<file path="config.mk">
export PLATFORM = sky130hd
export DESIGN_NAME = id_ex_pipe_reg_flat
export DESIGN_NICKNAME = d
export VERILOG_FILES = /design/src/rtl/id_ex_pipe_reg_if.sv /design/src/rtl/id_ex_pipe_reg.sv /design/src/flat_wrapper.sv
export SDC_FILE = /design/constraint.sdc
export NUM_CORES = 1
export LEC_CHECK = 0
export BUFFER_PORTS_ARGS = -buffer_cell sky130_fd_sc_hd__buf_2
export CAP_MARGIN = 30
export CORE_AREA = 4 4 117 119
export CTS_BUF_LIST = sky130_fd_sc_hd__clkbuf_4 sky130_fd_sc_hd__clkbuf_8
export DETAILED_ROUTE_END_ITERATION = 8
export DIE_AREA = 0 0 121 123
export PLACE_DENSITY = 0.83
export SYNTH_ARGS = -nofsm -noshare
export SYNTH_HDL_FRONTEND = slang
export SYNTH_SLANG_ARGS = --single-unit
</file>
<file path="constraint.sdc">
create_clock -name clk -period 2.4 [get_ports clk]
set_input_delay 0.72 -clock clk [delete_from_list [all_inputs] [get_ports clk]]
set_output_delay 0.72 -clock clk [all_outputs]
set_load 0.005 [all_outputs]
</file>
<file path="src/rtl/id_ex_pipe_reg_if.sv">
// ID/EX bundle: decode-side fields (*_in) and
// registered execute-side fields (*_out).
//
// master: decode stage (drives *_in, sees *_out)
// slave : pipeline register (reads *_in, drives *_out)
interface id_ex_pipe_reg_if #(
  parameter int WORD_WIDTH            = 32,
  parameter int SHIFTER_OPERAND_WIDTH = 12,
  parameter int REG_ADDR_WIDTH        = 4,
  parameter int EXE_CMD_WIDTH         = 4,
  parameter int CTRL_WIDTH            = 5
);
  logic                             valid_in;
  logic [WORD_WIDTH-1:0]            pc_in;
  logic [CTRL_WIDTH-1:0]            ctrl_in;
  logic [EXE_CMD_WIDTH-1:0]         exe_cmd_in;
  logic [WORD_WIDTH-1:0]            val_rn_in;
  logic [WORD_WIDTH-1:0]            val_rm_in;
  logic                             imm_in;
  logic [SHIFTER_OPERAND_WIDTH-1:0] shifter_operand_in;
  logic [23:0]                      signed_imm_24_in;
  logic [REG_ADDR_WIDTH-1:0]        dest_in;
  logic [3:0]                       status_in;

  logic                             valid_out;
  logic [WORD_WIDTH-1:0]            pc_out;
  logic [CTRL_WIDTH-1:0]            ctrl_out;
  logic [EXE_CMD_WIDTH-1:0]         exe_cmd_out;
  logic [WORD_WIDTH-1:0]            val_rn_out;
  logic [WORD_WIDTH-1:0]            val_rm_out;
  logic                             imm_out;
  logic [SHIFTER_OPERAND_WIDTH-1:0] shifter_operand_out;
  logic [23:0]                      signed_imm_24_out;
  logic [REG_ADDR_WIDTH-1:0]        dest_out;
  logic [3:0]                       status_out;

  modport master (
    output valid_in, pc_in, ctrl_in, exe_cmd_in,
    output val_rn_in, val_rm_in, imm_in,
    output shifter_operand_in, signed_imm_24_in,
    output dest_in, status_in,
    input  valid_out, pc_out, ctrl_out, exe_cmd_out,
    input  val_rn_out, val_rm_out, imm_out,
    input  shifter_operand_out, signed_imm_24_out,
    input  dest_out, status_out
  );

  modport slave (
    input  valid_in, pc_in, ctrl_in, exe_cmd_in,
    input  val_rn_in, val_rm_in, imm_in,
    input  shifter_operand_in, signed_imm_24_in,
    input  dest_in, status_in,
    output valid_out, pc_out, ctrl_out, exe_cmd_out,
    output val_rn_out, val_rm_out, imm_out,
    output shifter_operand_out, signed_imm_24_out,
    output dest_out, status_out
  );
endinterface

</file>
<file path="src/rtl/id_ex_pipe_reg.sv">
// ID/EX pipeline register with stall and flush.
//
// clk    : rising-edge clock
// rst    : synchronous active-high reset
// flush  : branch taken in EX, load a bubble
// freeze : hazard stall, hold contents
// bus    : decode inputs / registered outputs
//          ctrl = {wb_en, mem_r_en, mem_w_en, b, s}
module id_ex_pipe_reg #(
  parameter int WORD_WIDTH            = 32,
  parameter int SHIFTER_OPERAND_WIDTH = 12,
  parameter int REG_ADDR_WIDTH        = 4,
  parameter int EXE_CMD_WIDTH         = 4,
  parameter int CTRL_WIDTH            = 5
) (
  input  logic          clk,
  input  logic          rst,
  input  logic          flush,
  input  logic          freeze,
  id_ex_pipe_reg_if.slave bus
);

  typedef struct packed {
    logic                             valid;
    logic [WORD_WIDTH-1:0]            pc;
    logic [CTRL_WIDTH-1:0]            ctrl;
    logic [EXE_CMD_WIDTH-1:0]         cmd;
    logic [WORD_WIDTH-1:0]            rn;
    logic [WORD_WIDTH-1:0]            rm;
    logic                             imm;
    logic [SHIFTER_OPERAND_WIDTH-1:0] sh;
    logic [23:0]                      simm;
    logic [REG_ADDR_WIDTH-1:0]        dest;
    logic [3:0]                       status;
  } ent_t;

  ent_t ent_q;
  ent_t ent_d;

  // Priority: flush over freeze over load.
  always_comb begin
    ent_d = ent_q;
    if (flush) begin
      ent_d = '0;
    end else if (!freeze) begin
      ent_d.valid  = bus.valid_in;
      ent_d.pc     = bus.pc_in;
      // An invalid slot must never write,
      // touch memory, branch or set flags.
      ent_d.ctrl   = bus.valid_in ?
                     bus.ctrl_in : '0;
      ent_d.cmd    = bus.exe_cmd_in;
      ent_d.rn     = bus.val_rn_in;
      ent_d.rm     = bus.val_rm_in;
      ent_d.imm    = bus.imm_in;
      ent_d.sh     = bus.shifter_operand_in;
      ent_d.simm   = bus.signed_imm_24_in;
      ent_d.dest   = bus.dest_in;
      ent_d.status = bus.status_in;
    end
  end

  always_ff @(posedge clk) begin
    if (rst) ent_q <= '0;
    else     ent_q <= ent_d;
  end

  assign bus.valid_out           = ent_q.valid;
  assign bus.pc_out              = ent_q.pc;
  assign bus.ctrl_out            = ent_q.ctrl;
  assign bus.exe_cmd_out         = ent_q.cmd;
  assign bus.val_rn_out          = ent_q.rn;
  assign bus.val_rm_out          = ent_q.rm;
  assign bus.imm_out             = ent_q.imm;
  assign bus.shifter_operand_out = ent_q.sh;
  assign bus.signed_imm_24_out   = ent_q.simm;
  assign bus.dest_out            = ent_q.dest;
  assign bus.status_out          = ent_q.status;

endmodule
</file>
<file path="src/flat_wrapper.sv">
// flat-port wrapper written by rule: the top's interface ports become plain ports
module id_ex_pipe_reg_flat 
#(
  parameter int WORD_WIDTH            = 32,
  parameter int SHIFTER_OPERAND_WIDTH = 12,
  parameter int REG_ADDR_WIDTH        = 4,
  parameter int EXE_CMD_WIDTH         = 4,
  parameter int CTRL_WIDTH            = 5
)
  (clk, rst, flush, freeze, bus_valid_in, bus_pc_in, bus_ctrl_in, bus_exe_cmd_in, bus_val_rn_in, bus_val_rm_in, bus_imm_in, bus_shifter_operand_in, bus_signed_imm_24_in, bus_dest_in, bus_status_in, bus_valid_out, bus_pc_out, bus_ctrl_out, bus_exe_cmd_out, bus_val_rn_out, bus_val_rm_out, bus_imm_out, bus_shifter_operand_out, bus_signed_imm_24_out, bus_dest_out, bus_status_out);
  id_ex_pipe_reg_if #(.WORD_WIDTH(WORD_WIDTH), .SHIFTER_OPERAND_WIDTH(SHIFTER_OPERAND_WIDTH), .REG_ADDR_WIDTH(REG_ADDR_WIDTH), .EXE_CMD_WIDTH(EXE_CMD_WIDTH), .CTRL_WIDTH(CTRL_WIDTH)) bus_i ();
  input  logic clk;
  input  logic rst;
  input  logic flush;
  input  logic freeze;
  input wire logic [$bits(bus_i.valid_in)-1:0] bus_valid_in;
  input wire logic [$bits(bus_i.pc_in)-1:0] bus_pc_in;
  input wire logic [$bits(bus_i.ctrl_in)-1:0] bus_ctrl_in;
  input wire logic [$bits(bus_i.exe_cmd_in)-1:0] bus_exe_cmd_in;
  input wire logic [$bits(bus_i.val_rn_in)-1:0] bus_val_rn_in;
  input wire logic [$bits(bus_i.val_rm_in)-1:0] bus_val_rm_in;
  input wire logic [$bits(bus_i.imm_in)-1:0] bus_imm_in;
  input wire logic [$bits(bus_i.shifter_operand_in)-1:0] bus_shifter_operand_in;
  input wire logic [$bits(bus_i.signed_imm_24_in)-1:0] bus_signed_imm_24_in;
  input wire logic [$bits(bus_i.dest_in)-1:0] bus_dest_in;
  input wire logic [$bits(bus_i.status_in)-1:0] bus_status_in;
  output wire logic [$bits(bus_i.valid_out)-1:0] bus_valid_out;
  output wire logic [$bits(bus_i.pc_out)-1:0] bus_pc_out;
  output wire logic [$bits(bus_i.ctrl_out)-1:0] bus_ctrl_out;
  output wire logic [$bits(bus_i.exe_cmd_out)-1:0] bus_exe_cmd_out;
  output wire logic [$bits(bus_i.val_rn_out)-1:0] bus_val_rn_out;
  output wire logic [$bits(bus_i.val_rm_out)-1:0] bus_val_rm_out;
  output wire logic [$bits(bus_i.imm_out)-1:0] bus_imm_out;
  output wire logic [$bits(bus_i.shifter_operand_out)-1:0] bus_shifter_operand_out;
  output wire logic [$bits(bus_i.signed_imm_24_out)-1:0] bus_signed_imm_24_out;
  output wire logic [$bits(bus_i.dest_out)-1:0] bus_dest_out;
  output wire logic [$bits(bus_i.status_out)-1:0] bus_status_out;
  assign bus_i.valid_in = bus_valid_in;
  assign bus_i.pc_in = bus_pc_in;
  assign bus_i.ctrl_in = bus_ctrl_in;
  assign bus_i.exe_cmd_in = bus_exe_cmd_in;
  assign bus_i.val_rn_in = bus_val_rn_in;
  assign bus_i.val_rm_in = bus_val_rm_in;
  assign bus_i.imm_in = bus_imm_in;
  assign bus_i.shifter_operand_in = bus_shifter_operand_in;
  assign bus_i.signed_imm_24_in = bus_signed_imm_24_in;
  assign bus_i.dest_in = bus_dest_in;
  assign bus_i.status_in = bus_status_in;
  assign bus_valid_out = bus_i.valid_out;
  assign bus_pc_out = bus_i.pc_out;
  assign bus_ctrl_out = bus_i.ctrl_out;
  assign bus_exe_cmd_out = bus_i.exe_cmd_out;
  assign bus_val_rn_out = bus_i.val_rn_out;
  assign bus_val_rm_out = bus_i.val_rm_out;
  assign bus_imm_out = bus_i.imm_out;
  assign bus_shifter_operand_out = bus_i.shifter_operand_out;
  assign bus_signed_imm_24_out = bus_i.signed_imm_24_out;
  assign bus_dest_out = bus_i.dest_out;
  assign bus_status_out = bus_i.status_out;
  id_ex_pipe_reg #(.WORD_WIDTH(WORD_WIDTH), .SHIFTER_OPERAND_WIDTH(SHIFTER_OPERAND_WIDTH), .REG_ADDR_WIDTH(REG_ADDR_WIDTH), .EXE_CMD_WIDTH(EXE_CMD_WIDTH), .CTRL_WIDTH(CTRL_WIDTH)) u_core (.clk(clk), .rst(rst), .flush(flush), .freeze(freeze), .bus(bus_i));
endmodule
</file>
==> impl.org <==
** STA
- In this run the tightest slew margin relative to its limit is 0.757.
- Ratio of final minimum period to clock period :: 0.686
- For the finished layout, the period the worst path requires is 1.65 ns.
- Peak clock frequency supported by timing :: 0.607 GHz
- The worst path meets setup with between 0.7 and 0.8 ns of slack.
- Setup violations remaining at the end of the flow were counted as 0.
- Slew at the pin with the worst max-slew slack :: 0.364 ns
- Final hold violations :: 0
- Between clock sinks in the finished design, the worst skew comes to 0 ns.
- Setup repair after global routing left no endpoint under its margin.
- Summed over all failing endpoints, the final setup total negative slack is 0 ns.
- Final Max Tran Viols :: 0

** Critical path
- Counting cells, the worst reg-to-reg path comes to 2.
- Flop-to-flop setup slack :: around 1.7 ns
- In this run the worst path has a maximum fanout of 2.
- Ordered cell list for the critical path :: buf_2
- Grouping stages by cell kind, the critical path spends the most delay in flip-flops.
- Sort of element at the start of the critical path :: flip-flop
- The critical path is of the reg2out type.
- Worst path bufs/invs :: 1
- Signal arrival time at the worst endpoint :: slightly above 0.9 ns
- Slowest stage cell on the critical path :: sky130_fd_sc_hd__dfxtp_1
- Worst endpoint required time :: 1.68 ns
- Number of stages on the worst setup path :: 1
- Crit-path max cell delay :: 0.37 ns
- Kind of end point of the critical path :: output port

** Synth
- After synthesis, the netlist uses 11 different library cells.
- Avg Cell Area, Syn :: 10.9 sq um
- Post-synth net total :: around 650
- Synthesized flop and latch total :: around 150
- Post-Syn Instances :: 494
- For this run, the register share of the synthesized area comes to 0.560.
- The Yosys step of the flow raised 0 warnings.
- Post-synthesis instance area :: 5390 sq um

** Clocking
- Number of gates resized after cts :: 0
- In this run, post-CTS hold repair placed 0 buffers.
- Clock-pin slew on the worst setup and hold paths :: 0.08 ns
- No sink is reached through more buffers than the 2 on the longest clock path.
- Clock tree synthesis inserted a total of 17 buffers.
- Num Clock Sinks :: 151
- Clock latency on the worst-skew pair, taken at its later pin, is 0.42 ns.
- TritonCTS built the clock tree.
- The H-tree was split into 4 levels.
- CTS placed an instance of sky130_fd_sc_hd__clkbuf_8 at the clock tree root.
- In this run the post-CTS setup repair buffer count came out at 0.

** Layout
- Antenna fix cells :: 0
- Number of nets at the end of the flow :: around 950
- Leaving out filler cells and counting taps, the final layout contains 977.
- Most frequent standard cell in the layout excluding fill and tap cells :: sky130_fd_sc_hd__buf_2
- In the final layout, the share of cells above drive strength 1 is 0.431.
- With fillers left out, the area of the finished cells amounts to approximately 7400 sq um.
- The top cell types in the final layout, fill and taps aside, are sky130_fd_sc_hd__buf_2, sky130_fd_sc_hd__dfxtp_1, sky130_fd_sc_hd__mux2i_1, sky130_fd_sc_hd__nor2_1, sky130_fd_sc_hd__clkbuf_8.
- Relative to the synthesized area, the layout overhead comes to 37.4%.

** Floorplanning
- Core area :: 12600 sq um
- For this design the top-level I/O count stands at 306.
- Starting Density :: 0.429
- In this run the horizontal extent of the chip is 121 microns.
- The floorplan step defined a die boundary enclosing 14900 sq um.
- The die is 123 microns tall.
- Core Rows :: 41

** Detailed routing
- For this run, the detailed router's first-pass iteration total came to 4.
- DR iter-0 viols :: 250
- Count of vias placed by the detailed router :: 4471
- Final WL :: 13800 microns
- The count of nets left with antenna violations once routing finished came out at 0.
- Drt wl/cell :: 14.1 microns
- In the routed layout, each cell is associated on average with a via count of 4.58.
- Remaining routing DRC violations :: 0

** Global route
- Via count of the first global-routing pass :: 4293
- Entering global routing, the biggest net connects 55 pins.
- For this run, the total global-route usage over all layers was measured as 0.178.
- The first global-routing pass estimated about 21000 microns of wire.
- Number of antenna violations at the first check in global routing :: 0
- Remaining global-route overflow :: 0

** Power
- Of the total power, combinational logic draws 0.105.
- For this design the static power due to leakage is between 3 and 4 nW.
- Of the total power, the clock network draws 0.378.
- Summed over all nets, the switching power comes to 1.17 mW.
- PD cells :: ~680 nW/um^2
- Highest ir drop seen on vdd :: 0.000358 V
- Part of the total power dissipated in sequential elements :: 0.517
- Cell internal power was estimated by the tool at 3.91 mW.
- Switching share of power :: 0.230

** Place
- Detailed placer's ending HPWL :: around 10000 microns
- The placed instances occupy a cell area of 7000 sq um.
- Prior to clock tree synthesis, the placed netlist has a worst setup slack of 0.569 ns.
- Cell count after placement :: 945
- Gp weighted congestion :: 0.782
- Port bufs :: 305

** Hold path
- Hold Path Stages :: 2
- In this run the worst hold path is classified as reg2reg.

** Outcome
- Run status :: finished, final reports clean

** Job
- Max-cap violations in this run came to 0.
-- layout make-up --
type | count | area (sq um)
fillers | 1082 | 5160
flip-flops and latches | 151 | 3020
multi-input cells | 308 | 2100
repair buffers | 314 | 1670
clock buffers | 26 | 345
well taps | 172 | 215
clock inverters | 6 | 62.6
-- power by group through the flow --
stage               Sequential (mW)  Clock (mW)  Combinational [mW]
global placement               2.68           0               0.526
detailed placement             2.68           0               0.535
CTS                            2.63        1.97               0.537
floorplan                      2.69           0               0.287
finish                         2.62        1.92               0.530
global route                   2.63        2.08               0.584
-- sequential cells by signal, summed over array words and instances, names as in the netlist --
name and cells:
u_core.bus.signed_imm_24_out 24, u_core.bus.shifter_operand_out 12, u_core.bus.exe_cmd_out 4, u_core.bus.valid_out 1, u_core.bus.val_rm_out 32, u_core.bus.ctrl_out 5
u_core.bus.status_out 4, u_core.bus.dest_out 4, u_core.bus.pc_out 32, u_core.bus.val_rn_out 32, u_core.bus.imm_out 1
-- synth_stat cells (all sizes together) --
master / number / area (sq um)
a21oi: 5 / 25.0
buf: 29 / 251
clkbuf: 6 / 22.5
dfxtp: 151 / 3020
mux2i: 146 / 1460
nand2: 5 / 18.8
nand3b: 5 / 37.5
nor2: 146 / 548
or2: 1 / 6.26
-- through the flow --
stage | util | power [mW] | hold WS [ns]
floorplan | - | 2.98 | 0.457
global placement | 0.557 | 3.21 | 0.445
detailed placement | 0.557 | 3.22 | 0.450
CTS | 0.590 | 5.13 | 0.462
global route | 0.590 | 5.30 | 0.474
finish | 0.590 | 5.07 | 0.460
-- worst paths after layout --
path / end / start
max: bus_shifter_operand_out[11] / u_core.bus.shifter_operand_out[11]
min: u_core.bus.ctrl_out[2] / u_core.bus.ctrl_out[2]
max reg2reg: u_core.bus.pc_out[15] / u_core.bus.pc_out[15]
min reg2reg: u_core.bus.ctrl_out[2] / u_core.bus.ctrl_out[2]
-- worst reg2reg max path: cells and delay by family, from the launching register on --
| family | cells | cell delay, ns |
|---|---|---|
| muxes | 1 | 0.16 |
| and+or+nand+nor | 1 | 0.06 |
| DFF | 1 | 0.32 |
-- layer usage --
| layer | track usage | vias up | wire length, microns |
|---|---|---|---|
| li1 | - | 2230 | - |
| met1 | 0.201 | 2019 | 5320 |
| met5 | 0 | - | 0 |
| met2 | 0.299 | 197 | 6790 |
| met4 | 0.0779 | 0 | 328 |
| met3 | 0.0700 | 25 | 1390 |
-- kinds of logic after synthesis --
group | Yosys count | share of synthesized area
flip-flops | 151 | 0.560
AND/OR/NAND/NOR | 157 | 0.113
AO/OA/AOI/OAI | 5 | 0.00464
multiplexers | 146 | 0.271
buffers and inverters | 35 | 0.0508
Power figures use the tool's default switching activity.
